===== src/rtl/shift_sequencer_if.sv =====
// Request/response bundle for the multi-cycle shift sequencer.
// Master issues start/op/shamt/data_in; slave returns busy/done/result.
interface shift_sequencer_if;
  logic        start;
  logic [1:0]  op;
  logic [4:0]  shamt;
  logic [31:0] data_in;
  logic        busy;
  logic        done;
  logic [31:0] result;

  modport master (
    output start, op, shamt, data_in,
    input  busy, done, result
  );

  modport slave (
    input  start, op, shamt, data_in,
    output busy, done, result
  );
endinterface


===== src/rtl/shift_sequencer.sv =====
// Iterative 32-bit shifter: STEP bits per cycle, IDLE/SHIFT/DONE FSM.
// Define SHIFT_SEQ_ROTATE_EN to make op=11 rotate left (else it is SLL).
module shift_sequencer #(
  parameter int STEP = 2
) (
  input logic               clk,
  input logic               reset_n,
  shift_sequencer_if.slave  bus
);

  localparam logic [4:0] STEP_W = 5'(STEP);

  typedef enum logic [1:0] {
    IDLE  = 2'd0,
    SHIFT = 2'd1,
    DONE  = 2'd2
  } state_t;

  state_t      state_q;
  logic [31:0] work_q;
  logic [31:0] result_q;
  logic [1:0]  op_q;
  logic [4:0]  rem_q;
  logic        busy_q;
  logic        done_q;

  logic [4:0]  n_d;
  logic [4:0]  rem_d;
  logic [31:0] work_d;

  // Final step may be shorter than STEP when remaining is odd.
  always_comb begin
    n_d   = (rem_q > STEP_W) ? STEP_W : rem_q;
    rem_d = rem_q - n_d;
    unique case (1'b1)
      op_q == 2'b01: work_d = work_q >> n_d;
      op_q == 2'b10: work_d = $signed(work_q) >>> n_d;
`ifdef SHIFT_SEQ_ROTATE_EN
      op_q == 2'b11: work_d = (work_q << n_d)
                            | (work_q >> (6'd32 - {1'b0, n_d}));
`endif
      default:       work_d = work_q << n_d;
    endcase
  end

  always_ff @(posedge clk or negedge reset_n) begin
    if (!reset_n) begin
      state_q  <= IDLE;
      work_q   <= '0;
      result_q <= '0;
      op_q     <= '0;
      rem_q    <= '0;
      busy_q   <= 1'b0;
      done_q   <= 1'b0;
    end else begin
      unique case (state_q)
        IDLE, DONE: begin
          if (bus.start) begin
            work_q <= bus.data_in;
            op_q   <= bus.op;
            rem_q  <= bus.shamt;
            if (bus.shamt == 5'd0) begin
              state_q  <= DONE;
              busy_q   <= 1'b0;
              done_q   <= 1'b1;
              result_q <= bus.data_in;
            end else begin
              state_q <= SHIFT;
              busy_q  <= 1'b1;
              done_q  <= 1'b0;
            end
          end else begin
            state_q <= IDLE;
            busy_q  <= 1'b0;
            done_q  <= 1'b0;
          end
        end
        SHIFT: begin
          work_q <= work_d;
          rem_q  <= rem_d;
          if (rem_d == 5'd0) begin
            state_q  <= DONE;
            busy_q   <= 1'b0;
            done_q   <= 1'b1;
            result_q <= work_d;
          end
        end
        default: begin
          state_q <= IDLE;
          busy_q  <= 1'b0;
          done_q  <= 1'b0;
        end
      endcase
    end
  end

  assign bus.busy   = busy_q;
  assign bus.done   = done_q;
  assign bus.result = result_q;

endmodule


===== src/flat_wrapper.sv =====
// flat-port wrapper written by rule: the top's interface ports become plain ports
module shift_sequencer_flat 
#(
  parameter int STEP = 2
)
  (clk, reset_n, bus_start, bus_op, bus_shamt, bus_data_in, bus_busy, bus_done, bus_result);
  shift_sequencer_if bus_i ();
  input logic clk;
  input logic reset_n;
  input wire logic [$bits(bus_i.start)-1:0] bus_start;
  input wire logic [$bits(bus_i.op)-1:0] bus_op;
  input wire logic [$bits(bus_i.shamt)-1:0] bus_shamt;
  input wire logic [$bits(bus_i.data_in)-1:0] bus_data_in;
  output wire logic [$bits(bus_i.busy)-1:0] bus_busy;
  output wire logic [$bits(bus_i.done)-1:0] bus_done;
  output wire logic [$bits(bus_i.result)-1:0] bus_result;
  assign bus_i.start = bus_start;
  assign bus_i.op = bus_op;
  assign bus_i.shamt = bus_shamt;
  assign bus_i.data_in = bus_data_in;
  assign bus_busy = bus_i.busy;
  assign bus_done = bus_i.done;
  assign bus_result = bus_i.result;
  shift_sequencer #(.STEP(STEP)) u_core (.clk(clk), .reset_n(reset_n), .bus(bus_i));
endmodule

===== config.mk =====
export PLATFORM = sky130hd
export DESIGN_NAME = shift_sequencer_flat
export DESIGN_NICKNAME = d
export VERILOG_FILES = /design/src/rtl/shift_sequencer_if.sv /design/src/rtl/shift_sequencer.sv /design/src/flat_wrapper.sv
export SDC_FILE = /design/constraint.sdc
export NUM_CORES = 1
export LEC_CHECK = 0
export CAP_MARGIN = 25
export CORE_UTILIZATION = 49
export DETAILED_ROUTE_END_ITERATION = 8
export GPL_TIMING_DRIVEN = 0
export PLACE_DENSITY_LB_ADDON = 0.15
export SLEW_MARGIN = 0
export SYNTH_ARGS = -nofsm -noshare
export SYNTH_HDL_FRONTEND = slang
export SYNTH_SLANG_ARGS = --single-unit
export TNS_END_PERCENT = 50

===== constraint.sdc =====
create_clock -name clk -period 2.7 [get_ports clk]
set_clock_uncertainty 0.1 [all_clocks]
set_input_delay 0.27 -clock clk [delete_from_list [all_inputs] [get_ports clk]]
set_output_delay 0.27 -clock clk [all_outputs]
set_load 0.01 [all_outputs]

==> run summary <==
Pre-Repair DR Iteration Count -> 5
layout cells sized above 1 -> 0.103
Register-to-Register Path Depth -> 8
# fillers -> 820
Post-Synth Simple-Gate Area -> 0.197
Slew headroom -> 0.517
clock tree buffer depth -> 2
Core Rows -> 35
CTS clk-pin slew, worst paths -> 0.08 ns
die area -> 9850 µm²
initial antenna violation count -> 0
Clk Latency, worst-skew pair -> 0.35 ns
Avg Inst Size Synth -> 8.19 µm²
period utilization -> 0.990
required time of the critical path -> 2.88 ns
global-route wire length before repair -> 27300 µm
YS warnings -> 0
final worst slack -> 0.0261 ns
placed wire-length estimate -> 12100 µm
Routed WL per cell -> 22.4 µm
complex-gate fraction of the synthesized area -> 0.329
CTS Sinks -> 73
Post-synth EDFFs -> 0
Yosys cell types -> 61
reg2reg start -> u_core.op_q[0]
Worst Hold Class -> in -> async
Mapped Cells -> 566
Antenna diodes -> 0
f_max -> 374 MHz
crit-path max FO -> 10
routability cong. -> 0.938
endpoints failing setup -> 0
Vias -> 5181
setup TNS -> 0 ns
Core ar. -> 9200 µm²
main combinational cell family by area after synthesis -> compound AO/OA/AOI/OAI gates
gr ovfl total -> 0
fin nets -> 704
TritonCTS clock tree -> built
crit-path cells -> inv_1 > ha_1 > inv_1 > clkbuf_1 > o21ai_0 > a21oi_1 > o21ai_0 > a31oi_1
max cap viols -> 0
Final Non-Filler Cells -> 774
Starting Density -> 0.504
CP top delay family -> buffers and inverters
area grow syn2layout -> 26.1%
post-layout min period -> 2.67 ns
DR vias/cell -> 6.69
P per Cell Area -> 1470 nW/µm²
reg-to-reg slack, setup -> 0.03 ns
drt drc -> 0
CP Data Arrival Time -> 2.85 ns
RSZ-0062 raised after global routing -> true
vias in the first global route -> 5063
run status -> completed
die height -> 99.3 µm
kind of critical path -> reg -> reg
post-synthesis async set-or-reset flop share -> 1.00
worst IR drop on VDD -> 0.636 mV
clock root buffer -> clkbuf_8
CTS buffer count -> 9
Post-DRT Antenna Nets -> 0
Port Buffers -> 75
crit path capture type -> flip-flop
Worst path slowest cell -> clkbuf_1
DP Worst Slack -> -0.320 ns
synthesis-stage register bit count -> 73
largest net degree at the start of global routing -> 44
Starting DRT DRC Count -> 501
Hold Fails Final Rpt -> 0
Synth Flop Type -> dfrtp_1
capturing point of the worst reg2reg path -> u_core.bus.result[30]
Placed Cells -> 753
multiplexer area fraction after synthesis -> 0.0113
post-synthesis sequential area ratio -> 0.394
Post-Syn Nets -> 611
H-tree levels -> 3
final wirelength -> 17300 µm
CP max stage delay -> 0.54 ns
fraction of synthesized cell area in xor and xnor cells -> 0
IO Count -> 76
max-slew violation count -> 0
Global Route Usage Sum -> 0.362
Least-Margin Pin Slew -> 0.725 ns
Worst Setup Start Kind -> flip-flop
mapped cell area -> 4630 µm²
Die W -> 99.3 µm
cell leakage power -> 2.25 nW
Buf+Inv Stages, Crit Path -> 3
adder-cell share of the synthesized area -> 0.00810
[worst max-delay path by stage]
stage | cells past startpoint | end | start | slack, ns
final | 8 | u_core.bus.result[30] | u_core.op_q[0] | 0.03
after CTS | 9 | u_core.work_q[8] | u_core.op_q[0] | 0.02
after detailed placement | 9 | u_core.bus.result[1] | u_core.rem_q[2] | -0.32
after floorplan | 9 | u_core.bus.result[1] | u_core.rem_q[2] | 0.10
after global routing | 8 | u_core.bus.result[30] | u_core.op_q[0] | -0.06
after global placement | 1 | u_core.rem_q[3] | reset_n | -1.22
[cells in the final DEF, fill, tap and decap left out, types with 3 or more instances in the layout]
master / synthesis / layout
inv_1: 8 / 8
mux2i_1: 3 / 3
nor3_1: 23 / 23
nand2_1: 111 / 111
nor2_1: 31 / 31
o2bb2ai_1: 25 / 25
clkdlybuf4s50_1: 0 / 74
dfrtp_2: 0 / 3
a31oi_1: 42 / 42
a21oi_2: 3 / 3
buf_2: 17 / 13
o311a_1: 5 / 5
nand3_1: 7 / 7
clkbuf_8: 0 / 11
nor3_2: 4 / 4
buf_1: 5 / 5
o211ai_1: 3 / 3
a311oi_1: 10 / 10
clkbuf_1: 28 / 26
dfrtp_1: 73 / 70
o22ai_1: 27 / 27
nor2b_1: 9 / 8
o21ai_0: 35 / 35
buf_4: 1 / 10
o221ai_1: 7 / 7
a211oi_1: 7 / 7
a21oi_1: 30 / 30
nand2b_1: 4 / 4
buf_6: 2 / 3
[cell families after synthesis]
logic type / after synthesis
muxes: 5
buffers and inverters: 63
other: 1
AOI/OAI and AO/OA: 219
DFF: 73
adders and majority gates: 3
and+or+nand+nor: 202
[synth_stat cells, types with 7 or more instances]
| cell type | number | area share |
|---|---|---|
| nor3_1 | 23 | 0.025 |
| a211oi_1 | 7 | 0.011 |
| nand2_1 | 111 | 0.090 |
| o21ai_0 | 35 | 0.038 |
| nor2_1 | 31 | 0.025 |
| a311oi_1 | 10 | 0.019 |
| inv_1 | 8 | 0.0065 |
| o221ai_1 | 7 | 0.013 |
| a21oi_1 | 30 | 0.032 |
| dfrtp_1 | 73 | 0.39 |
| nand3_1 | 7 | 0.0076 |
| a31oi_1 | 42 | 0.057 |
| o2bb2ai_1 | 25 | 0.047 |
| buf_2 | 17 | 0.018 |
| o22ai_1 | 27 | 0.036 |
| clkbuf_1 | 28 | 0.023 |
| nor2b_1 | 9 | 0.012 |
[flip-flops by register name, summed over array words and instances, names as in the netlist]
| register | cells |
|---|---|
| u_core.bus.result | 32 |
| u_core.work_q | 32 |
| u_core.rem_q | 5 |
| u_core.op_q | 2 |
| u_core.bus.done | 1 |
| u_core.state_q | 1 |
[stage by stage]
stage	power [mW]	cell area (µm²)	util	hold slack, ns
floorplan	5.43	4630	-	-0.126
global placement	7.29	5520	0.601	0.369
detailed placement	7.37	5540	0.603	0.134
CTS	8.38	5820	0.633	0.292
global route	9.09	5840	0.635	0.328
finish	8.59	5840	0.635	0.281
[where the power goes]
part	leakage (nW)	internal [mW]	switching, mW
Clock	0.102	0.470	0.424
Sequential	0.887	1.67	0.529
Combinational	1.26	2.10	3.40
[area by class of cell]
type,count,area [µm²],share of cell area
multi-input cells,430,2550,0.437
flip-flops and latches,73,1830,0.313
repair buffers,84,831,0.142
plain buffers,51,251,0.0430
clock buffers,12,155,0.0266
well taps,111,139,0.0238
inverters,10,42.5,0.00728
clock inverters,3,40.0,0.00685
[routing by layer]
metal	vias to the layer above	wire (µm)	global-route usage	share of wire
li1	2312	-	-	-
met1	2511	7430	0.506	0.43
met5	-	0	0	0
met4	0	363	0.131	0.021
met2	318	7750	0.551	0.45
met3	40	1750	0.0801	0.10
[repair_timing]
action                     4_1_cts  5_1_grt
gates cloned                     0        0
pin swaps                        3        3
hold endpoints to repair        30        0
hold buffers                     1        0
setup endpoints to repair       39       36
gates resized for setup         13        9
buffers inserted                 5        2
Note: power is estimated with default switching activity, not from simulation.
